**config.mk**
```make
export PLATFORM = sky130hd
export DESIGN_NAME = segasys1_romload_dispatch
export DESIGN_NICKNAME = d
export VERILOG_FILES = /design/src/rtl/segasys1_romload_dispatch.sv
export SDC_FILE = /design/constraint.sdc
export NUM_CORES = 1
export LEC_CHECK = 0
export CORE_UTILIZATION = 55
export CTS_CLUSTER_SIZE = 24
export DETAILED_ROUTE_END_ITERATION = 8
export DONT_BUFFER_PORTS = 1
export PLACE_DENSITY = 0.69
export SLEW_MARGIN = 20
export SYNTH_ARGS = -nofsm -noshare
export SYNTH_HDL_FRONTEND = slang
export SYNTH_SLANG_ARGS = --single-unit
```
**constraint.sdc**
```tcl
create_clock -name CLK48M -period 3.55 [get_ports CLK48M]
set_clock_uncertainty 0.1 [all_clocks]
set_input_delay 0.1775 -clock CLK48M [delete_from_list [all_inputs] [get_ports CLK48M]]
set_output_delay 0.1775 -clock CLK48M [all_outputs]
set_load 0.02 [all_outputs]
```
**src/rtl/segasys1_romload_dispatch.sv**
```systemverilog
// ROM download fan-out: decodes the byte stream into address windows, packs bytes into
// little-endian words with byte masks, and delivers them through a small FIFO as valid/ready writes.
module segasys1_romload_dispatch #(
    parameter int                   NREG      = 4,
    parameter int                   AW        = 25,
    parameter int                   DW        = 16,
    parameter int                   FIFO_D    = 4,
    parameter logic [NREG*AW-1:0]   REG_BASE  = '0,
    parameter logic [NREG*AW-1:0]   REG_LIMIT = '0
) (
    input  logic              CLK48M,
    input  logic              RESETn,
    input  logic              ROMCL,
    input  logic [AW-1:0]     ROMAD,
    input  logic [7:0]        ROMDT,
    input  logic              ROMEN,
    output logic              WR_VALID,
    input  logic              WR_READY,
    output logic [NREG-1:0]   WR_REG,
    output logic [AW-1:0]     WR_ADDR,
    output logic [DW-1:0]     WR_DATA,
    output logic [DW/8-1:0]   WR_MASK,
    output logic              BUSY,
    output logic              DONE,
    output logic              OVF,
    output logic [7:0]        UNMAP_CNT
);
    localparam int BPW = DW / 8;
    localparam int LB  = $clog2(BPW);
    localparam int LW  = (LB > 0) ? LB : 1;
    localparam int PW  = $clog2(FIFO_D);
    localparam int CW  = PW + 1;

    typedef enum logic [1:0] {S_IDLE, S_LOAD, S_DRAIN, S_DONE} state_t;

    function automatic logic [7:0] sat_inc(input logic [7:0] v);
        return (v == 8'hFF) ? v : v + 8'd1;
    endfunction

    state_t            state_q, state_d;
    logic              romcl_q;
    logic              ovf_q, ovf_d;
    logic [7:0]        unm_q, unm_d;

    logic [NREG-1:0]   pk_reg_q, pk_reg_d;
    logic [AW-1:0]     pk_addr_q, pk_addr_d;
    logic [DW-1:0]     pk_data_q, pk_data_d;
    logic [BPW-1:0]    pk_mask_q, pk_mask_d;

    logic [NREG-1:0]   f_reg_q  [FIFO_D];
    logic [AW-1:0]     f_addr_q [FIFO_D];
    logic [DW-1:0]     f_data_q [FIFO_D];
    logic [BPW-1:0]    f_mask_q [FIFO_D];
    logic [PW-1:0]     wp_q, rp_q;
    logic [CW-1:0]     cnt_q, cnt_d;

    logic              rise, fall, accept, hit, mapped, unmapped, pk_empty;
    logic [NREG-1:0]   hit_reg;
    logic [AW-1:0]     hit_base, byte_wa;
    logic [LW-1:0]     lane;
    logic [BPW-1:0]    byte_mask, m_mask;
    logic [DW-1:0]     m_data;
    logic              push, pop, full, wr_en, drop, enter_load;
    logic [NREG-1:0]   push_reg;
    logic [AW-1:0]     push_addr;
    logic [DW-1:0]     push_data;
    logic [BPW-1:0]    push_mask;

    // A byte coincident with the ROMCL fall is still taken, so it merges before the final flush.
    assign rise     = ROMCL & ~romcl_q;
    assign fall     = ~ROMCL & romcl_q;
    assign accept   = ROMEN & (ROMCL | romcl_q);
    assign pk_empty = (pk_mask_q == '0);

    always_comb begin
        hit_reg  = '0;
        hit_base = '0;
        for (int i = NREG - 1; i >= 0; i--) begin
            if (ROMAD >= REG_BASE[i*AW +: AW] && ROMAD <= REG_LIMIT[i*AW +: AW]) begin
                hit_reg    = '0;
                hit_reg[i] = 1'b1;
                hit_base   = REG_BASE[i*AW +: AW];
            end
        end
    end

    assign hit       = |hit_reg;
    assign mapped    = accept & hit;
    assign unmapped  = accept & ~hit;
    assign byte_wa   = (ROMAD - hit_base) >> LB;
    assign lane      = (LB == 0) ? '0 : ROMAD[LW-1:0];
    assign byte_mask = BPW'(1) << lane;

    // Packer: at most one word leaves per cycle; a leftover word under ROMCL low goes next cycle.
    always_comb begin
        push      = 1'b0;
        push_reg  = pk_reg_q;
        push_addr = pk_addr_q;
        push_data = pk_data_q;
        push_mask = pk_mask_q;
        pk_reg_d  = pk_reg_q;
        pk_addr_d = pk_addr_q;
        pk_data_d = pk_data_q;
        pk_mask_d = pk_mask_q;
        m_data    = pk_data_q;
        m_mask    = pk_mask_q;
        if (mapped) begin
            if (!pk_empty && (pk_reg_q != hit_reg || pk_addr_q != byte_wa)) begin
                push   = 1'b1;
                m_data = '0;
                m_mask = '0;
            end
            for (int k = 0; k < BPW; k++) begin
                if (int'(lane) == k) m_data[8*k +: 8] = ROMDT;
            end
            m_mask = m_mask | byte_mask;
            if (!push && (&m_mask || !ROMCL)) begin
                push      = 1'b1;
                push_reg  = hit_reg;
                push_addr = byte_wa;
                push_data = m_data;
                push_mask = m_mask;
                pk_reg_d  = '0;
                pk_addr_d = '0;
                pk_data_d = '0;
                pk_mask_d = '0;
            end else begin
                pk_reg_d  = hit_reg;
                pk_addr_d = byte_wa;
                pk_data_d = m_data;
                pk_mask_d = m_mask;
            end
        end else if (!ROMCL && !pk_empty) begin
            push      = 1'b1;
            pk_reg_d  = '0;
            pk_addr_d = '0;
            pk_data_d = '0;
            pk_mask_d = '0;
        end
    end

    assign WR_VALID = (cnt_q != '0);
    assign full     = (cnt_q == CW'(FIFO_D));
    assign pop      = WR_VALID & WR_READY;
    assign wr_en    = push & (~full | pop);
    assign drop     = push & full & ~pop;
    assign cnt_d    = cnt_q + CW'(wr_en) - CW'(pop);

    always_comb begin
        state_d = state_q;
        case (state_q)
            S_IDLE:  if (rise) state_d = S_LOAD;
            S_LOAD:  if (fall) state_d = S_DRAIN;
            S_DRAIN: begin
                if (rise) state_d = S_LOAD;
                else if (pk_empty && cnt_q == '0) state_d = S_DONE;
            end
            S_DONE:  if (rise) state_d = S_LOAD;
            default: state_d = S_IDLE;
        endcase
    end

    assign enter_load = (state_d == S_LOAD) && (state_q != S_LOAD);

    always_comb begin
        ovf_d = enter_load ? 1'b0 : ovf_q;
        if (drop) ovf_d = 1'b1;
        unm_d = enter_load ? 8'd0 : unm_q;
        if (unmapped) unm_d = sat_inc(unm_d);
    end

    always_ff @(posedge CLK48M or negedge RESETn) begin
        if (!RESETn) begin
            state_q   <= S_IDLE;
            romcl_q   <= 1'b0;
            ovf_q     <= 1'b0;
            unm_q     <= '0;
            pk_reg_q  <= '0;
            pk_addr_q <= '0;
            pk_data_q <= '0;
            pk_mask_q <= '0;
            wp_q      <= '0;
            rp_q      <= '0;
            cnt_q     <= '0;
        end else begin
            state_q   <= state_d;
            romcl_q   <= ROMCL;
            ovf_q     <= ovf_d;
            unm_q     <= unm_d;
            pk_reg_q  <= pk_reg_d;
            pk_addr_q <= pk_addr_d;
            pk_data_q <= pk_data_d;
            pk_mask_q <= pk_mask_d;
            cnt_q     <= cnt_d;
            if (wr_en) wp_q <= wp_q + PW'(1);
            if (pop)   rp_q <= rp_q + PW'(1);
        end
    end

    always_ff @(posedge CLK48M) begin
        if (wr_en) begin
            f_reg_q[wp_q]  <= push_reg;
            f_addr_q[wp_q] <= push_addr;
            f_data_q[wp_q] <= push_data;
            f_mask_q[wp_q] <= push_mask;
        end
    end

    // Fields are gated by valid so every output reads zero while the FIFO is empty or in reset.
    assign WR_REG    = WR_VALID ? f_reg_q[rp_q]  : '0;
    assign WR_ADDR   = WR_VALID ? f_addr_q[rp_q] : '0;
    assign WR_DATA   = WR_VALID ? f_data_q[rp_q] : '0;
    assign WR_MASK   = WR_VALID ? f_mask_q[rp_q] : '0;
    assign BUSY      = (state_q == S_LOAD) || (state_q == S_DRAIN);
    assign DONE      = (state_q == S_DONE);
    assign OVF       = ovf_q;
    assign UNMAP_CNT = unm_q;
endmodule

```
==> results.py, run 1 <==
metrics = {
    "final_layout": {
        "antenna_cells": 0,
        "regArea_um2": 6720,
        "fin_area_um2": 11000,
        "finish.net_count": 648,
        "drive_gt1_frac": 0.187,
        "utilization": 0.634,
        "fill_cells": 1249,
        "multi_input_area_um2": 2850,
        "syn_to_final_growth_pct": 12.6,
        "finalNonFillerCells": 840,
    },
    "sta": {
        "slew_headroom": 0.428,
        "final.min_clock_period_ns": 3.20,
        "finalSetupTns_ns": 0,
        "drv_slew": 0,
        "fmax_mhz": 313,
        "setup-violations-final": 0,
        "rsz0062_at_grt": "no",
        "finalCritPeriodShare": 0.901,
        "worst_slew_pin_slew_ns": 0.858,
        "finalHoldViolations": 0,
    },
    "critical_path": {
        "cpPeakStageDelay_ns": 0.47,
        "cp_top_family": "simple AND/OR/NAND/NOR gates",
        "end_kind": "register",
        "crit_path_frequent_cell": "inv_1",
        "cp_slowest_cell": "nor4b_2",
        "required_ns": 3.88,
        "crit_path_max_fanout": 3,
        "crit_chain": "xor2_1 > nor4_1 > nand4_1 > nor4b_2 > a211oi_4 > inv_1 > ha_1 > inv_1 > ha_1 > inv_1 > fa_1 > xnor2_1 > xnor2_1",
        "crit_type": "register to register",
        "path_buf_inv": 3,
        "cp-start-kind": "register",
        "cp.arrival_ns": 3.53,
    },
    "die": {
        "fp.dieW_um": 135,
        "die_h_um": 135,
        "ioPinCount": 97,
        "fp-row-count": 48,
        "start_util": 0.563,
        "coreArea_um2": 17300,
        "die_area_um2": 18300,
    },
    "global_route": {
        "antenna_found_initial": 1,
        "grt_first_pass_wirelength_um": 28600,
        "overflow": 0,
        "grt_max_degree": 63,
        "grt_usage": 0.209,
        "grt_pass1_vias": 5147,
    },
    "detailed_routing": {
        "remaining_drc_errors": 0,
        "dr.pass1.iters": 5,
        "viasPerCell": 5.77,
        "first_iter_violations": 271,
        "drtAntennaViolNets": 0,
        "num_vias": 4847,
        "wirelength_um": 18000,
        "wire_per_inst_um": 21.4,
    },
    "clock_network": {
        "cts_resized": 0,
        "clk_latency_ns": 0.50,
        "cts_made_buffers": 22,
        "clock-root-buffer": "clkbuf_16",
        "h-tree-depth": 1,
        "clock_sinks": 234,
        "cts_tree": "built",
        "clkSlewWorstSetupHoldPaths_ns": 0.07,
        "cts_buffer_depth": 3,
    },
    "power_and_ir_drop": {
        "clock_power_share": 0.350,
        "power.share.sequential": 0.454,
        "p_int_mw": 4.97,
        "vdd_ir_drop_max_uv": 459,
        "finalPower_mw": 6.90,
        "p_leak_nw": 4.30,
        "p_comb_frac": 0.196,
        "swShare": 0.280,
        "switchingPower_mw": 1.93,
        "powerDensity_nw_per_um2": 629,
    },
    "placement": {
        "place_inst": 788,
        "io_buffer_count": 0,
        "dpl.hpwl_um": 11300,
        "routabilityCongestion": 0.887,
        "dpl_cell_area_um2": 10100,
    },
    "flow_run": {
        "cap_violations": 0,
    },
    "yosys": {
        "yosysSeqAreaShare": 0.689,
        "synth-edff-count": 172,
        "syn-cell-area_um2": 9750,
        "synth-async-reset-ratio": 0.265,
        "yosysWarningCount": 0,
        "synth_cells": 583,
        "yosys_most_used_dff": "edfxtp_1",
        "ys_ff_latch": 234,
        "avgSynthCellArea_um2": 16.7,
        "yosysUniqueCellTypes": 50,
        "netlist.area_leader.share": 0.530,
        "synth.largest_area_cell": "edfxtp_1",
        "yosys-top-cells-area": "edfxtp_1 (53%), dfrtp_1 (16%), mux4_2 (9.9%), and2_1 (6.5%), xor2_1 (2.2%)",
    },
    "outcome": {
        "outcome": "complete, no violations",
    },
    "hold_path": {
        "hold_path.class": "input pin to register",
    },
}
[path summary, 6_finish.rpt]
kind                                          startpoint                       end  slack (ns)  depth (start not counted)
worst max-delay path            pk_addr_q[8]$_DFFE_PN0P_        cnt_q[2]$_DFF_PN0_        0.35                         13
worst min-delay path                               ROMEN  pk_mask_q[0]$_DFFE_PN0P_        0.04                          5
worst max register to register  pk_addr_q[8]$_DFFE_PN0P_        cnt_q[2]$_DFF_PN0_        0.35                         13
worst min register to register        cnt_q[2]$_DFF_PN0_        cnt_q[2]$_DFF_PN0_        0.40                          1
max in group asynchronous                         RESETn       rp_q[1]$_DFFE_PN0P_        2.98                          2
min in group asynchronous                         RESETn    UNMAP_CNT[7]$_DFF_PN0_        0.11                          2
[cell families after synthesis]
family,after synthesis,synth area share
fa+ha+maj,12,0.0160
mux,56,0.114
buf+inv,49,0.0207
flops,234,0.689
compound gates,41,0.0325
xor+xnor,29,0.0261
simple gates,161,0.101
other cells,1,0.000385
[repair_timing]
action / CTS / global route
hold buffers: 12 / 0
setup buffers: 0 / 0
hold endpoints to repair: 109 / 0
[sequential cells by signal (all words and copies together), names as in the netlist, 3 cells and up]
register and flops:
UNMAP_CNT 8, f_data_q 64, pk_addr_q 24, f_addr_q 96
f_mask_q 8, cnt_q 3, f_reg_q 4, pk_data_q 16
[layout by cell type, fill, tap and decap left out, types with 3 or more instances in the layout]
master / instances
and2_1: 97
mux4_2: 43
buf_4: 10
xor2_1: 25
o21ai_0: 6
ha_1: 10
conb_1: 4
nor2b_1: 11
a22o_1: 10
nand4_1: 4
nand2b_1: 4
nor2_1: 9
dfrtp_1: 60
a21oi_1: 4
clkbuf_8: 6
nand2_1: 6
nor3_1: 4
clkinv_2: 3
mux2_2: 4
clkbuf_16: 23
xnor2_1: 4
a31oi_1: 4
mux2_1: 4
edfxtp_1: 172
dlygate4sd3_1: 11
buf_12: 5
nand3_1: 3
nor4_1: 11
mux2i_1: 4
and2_2: 4
inv_1: 11
[per-stage QoR]
| step | setup WS, ns | hold WS [ns] |
|---|---|---|
| finish | 0.350 | 0.0423 |
| global route | 0.159 | 0.0989 |
| CTS | 0.361 | 0.0149 |
| detailed placement | 0.179 | -0.214 |
| global placement | 0.238 | -0.214 |
| floorplan | 0.135 | -0.218 |
[synth_stat cells, types with 3 or more instances]
cell type / count
edfxtp_1: 172
and2_1: 101
dfrtp_1: 62
mux4_2: 43
clkbuf_1: 30
xor2_1: 25
inv_1: 11
nor2b_1: 11
nor4_1: 11
a22o_1: 10
ha_1: 10
nor2_1: 9
nand2_1: 6
o21ai_0: 6
a21oi_1: 4
a31oi_1: 4
buf_4: 4
mux2_1: 4
mux2_2: 4
mux2i_1: 4
nand2b_1: 4
nand4_1: 4
nor3_1: 4
xnor2_1: 4
nand3_1: 3
[power by group through the flow]
stage	logic (mW)	registers [mW]	clock network [mW]
3_5_place_dp	1.35	3.19	0
3_3_place_gp	1.32	3.19	0
6_report	1.35	3.14	2.42
4_1_cts	1.39	3.14	2.47
2_1_floorplan	1.17	3.08	0
5_1_grt	1.46	3.15	2.57
[cell type report]
type	count	share of cell area
Clock buffer	30	0.0603
Clock inverter	10	0.00981
Inverter	11	0.00376
Multi-Input combinational cell	303	0.260
Sequential cell	234	0.612
Tap cell	225	0.0257
Timing Repair Buffer	27	0.0285
[routing by layer]
layer	up-vias	routed length, um	track usage
li1	2210	-	-
met1	2500	7620	0.276
met2	104	9040	0.348
met3	33	881	0.0379
met4	0	430	0.0774
met5	-	0	0
[worst register-to-register path: cells and delay by family (launching register included)]
family          cells  cell delay (ns)
fa+ha+maj           3             0.73
xor+xnor            3             0.46
simple gates        3             1.10
compound gates      1             0.11
flops               1             0.41
buf+inv             3             0.20
(Power assumes the default switching activity.)
==> inputs of run 2 (changes only) <==
- RECOVER_POWER: not set -> 25
==> results.py, run 2 (same netlist as run 1, synthesis figures left out) <==
metrics = {
    "die": {
        "coreArea_um2": 17300,
        "die_h_um": 135,
        "ioPinCount": 97,
        "fp-row-count": 48,
        "die_area_um2": 18300,
        "fp.dieW_um": 135,
        "start_util": 0.563,
    },
    "clock_network": {
        "cts_buffer_depth": 3,
        "cts_made_buffers": 22,
        "postCtsSetupBuffers": 0,
        "clk_latency_ns": 0.50,
        "clkSlewWorstSetupHoldPaths_ns": 0.07,
        "clock-root-buffer": "clkbuf_16",
        "cts_resized": 0,
        "h-tree-depth": 1,
        "cts_tree": "built",
        "clock_sinks": 234,
    },
    "final_layout": {
        "layout_commonest_cell": "edfxtp_1",
        "top_regs": "f_addr_q (96), f_data_q (64), pk_addr_q (24)",
        "utilization": 0.633,
        "top_register": "f_addr_q",
        "multi_input_area_um2": 2850,
        "antenna_cells": 0,
        "finish.net_count": 648,
        "syn_to_final_growth_pct": 12.4,
        "largest_register_ffs": 96,
        "fill_cells": 1252,
        "final_cell_mix": "edfxtp_1 (172), and2_1 (91), dfrtp_1 (60), mux4_2 (43), xor2_1 (25)",
        "drive_gt1_frac": 0.187,
        "regArea_um2": 6720,
    },
    "sta": {
        "slew_headroom": -0.0652,
        "setup-violations-final": 0,
        "fmax_mhz": 313,
        "final.min_clock_period_ns": 3.19,
        "rsz0062_at_grt": "no",
        "worst_slew_pin_slew_ns": 1.60,
        "finalSetupTns_ns": 0,
        "finalHoldViolations": 0,
        "fin_ws_ns": 0.356,
        "drv_slew": 63,
        "finalCritPeriodShare": 0.900,
    },
    "detailed_routing": {
        "drtAntennaViolNets": 0,
        "wire_per_inst_um": 21.4,
        "wirelength_um": 18000,
        "remaining_drc_errors": 0,
        "dr.pass1.iters": 4,
        "first_iter_violations": 259,
        "viasPerCell": 5.80,
        "num_vias": 4876,
    },
    "placement": {
        "io_buffer_count": 0,
        "routabilityCongestion": 0.887,
        "place_ws_ns": 0.179,
        "dpl.hpwl_um": 11300,
    },
    "global_route": {
        "grt_pass1_vias": 5147,
        "grt_first_pass_wirelength_um": 28600,
        "grt_usage": 0.209,
        "antenna_found_initial": 1,
        "grt_max_degree": 63,
        "overflow": 0,
    },
    "outcome": {
        "outcome": "finished, violations left",
        "violations": "capacitance limit, slew limit",
    },
    "power_and_ir_drop": {
        "p_leak_nw": 4.29,
        "powerDensity_nw_per_um2": 630,
        "vdd_ir_drop_max_uv": 459,
    },
    "hold_path": {
        "hold_depth": 5,
        "hp-start": "ROMEN",
        "whs_endpoint": "pk_mask_q[0]$_DFFE_PN0P_",
        "hold_path.class": "input pin to register",
    },
    "critical_path": {
        "end_kind": "register",
        "crit_type": "register to register",
        "cp-start-kind": "register",
        "crit_path_max_fanout": 3,
        "r2r_end": "cnt_q[2]$_DFF_PN0_",
        "reg2reg_from": "pk_addr_q[8]$_DFFE_PN0P_",
        "rrSetupSlack_ns": 0.36,
        "required_ns": 3.88,
        "cp.arrival_ns": 3.52,
        "reg2reg_depth": 13,
    },
    "flow_run": {
        "cap_violations": 1,
    },
}
==> run 2: changes by cell type in the layout (fill, tap and decap cells not counted), sizes merged <==
cell / delta
clkbuf: +1
buf: -1
==> run 2: how the worst max path moves through the flow <==
stage	startpoint	endpoint	slack (ns)	cells after the start
4_1_cts	pk_addr_q[8]$_DFFE_PN0P_	cnt_q[2]$_DFF_PN0_	0.36	13
5_1_grt	pk_mask_q[1]$_DFFE_PN0P_	UNMAP_CNT[0]$_DFF_PN0_	0.16	11
6_report	pk_addr_q[8]$_DFFE_PN0P_	cnt_q[2]$_DFF_PN0_	0.36	13
3_5_place_dp	ROMAD[8]	cnt_q[2]$_DFF_PN0_	0.18	13
2_1_floorplan	ROMAD[13]	f_addr_q[2][0]$_DFFE_PP_	0.14	7
3_3_place_gp	ROMAD[8]	cnt_q[2]$_DFF_PN0_	0.24	13
==> run 2: worst max-delay path: stages (launching register included) <==
cell and delay, ns:
dfrtp_1 0.41, xor2_1 0.15, nor4_1 0.37, nand4_1 0.25, nor4b_2 0.47, a211oi_4 0.11, inv_1 0.09, ha_1 0.23
inv_1 0.06, ha_1 0.13, inv_1 0.05, fa_1 0.37, xnor2_1 0.19, xnor2_1 0.13
==> run 2: cell type report <==
cell class,instances,area share
Clock buffer,30,0.0604
Clock inverter,10,0.00983
Inverter,11,0.00377
Multi-Input combinational cell,303,0.260
Sequential cell,234,0.614
Tap cell,225,0.0257
Timing Repair Buffer,27,0.0265
==> run 2: per-stage QoR <==
step	power, mW	instances	cell area (um2)	hold slack [ns]
after floorplan	4.25	586	9760	-0.218
after global routing	7.18	840	10900	0.0989
after global placement	4.51	788	10100	-0.214
final	6.90	840	10900	0.0488
after detailed placement	4.54	788	10100	-0.214
after CTS	6.99	840	11000	0.0149
==> run 2: what timing repair did <==
| item | CTS | global route |
|---|---|---|
| endpoints found under the setup margin | 0 | 0 |
| hold endpoints to repair | 109 | 0 |
| hold buffers | 12 | 0 |
==> run 2: routing by layer <==
| layer | wire length, um | GRT usage | vias to the layer above |
|---|---|---|---|
| met3 | 930 | 0.0379 | 33 |
| met2 | 9100 | 0.348 | 116 |
| li1 | - | - | 2211 |
| met1 | 7550 | 0.276 | 2516 |
| met4 | 408 | 0.0774 | 0 |
| met5 | 0 | 0 | - |
==> run 2: power breakdown <==
part           internal, mW  leakage [nW]  switching, mW
registers              2.97          2.62          0.171
logic                 0.548          1.29          0.800
clock network          1.45         0.379          0.959
total                  4.97          4.29           1.93
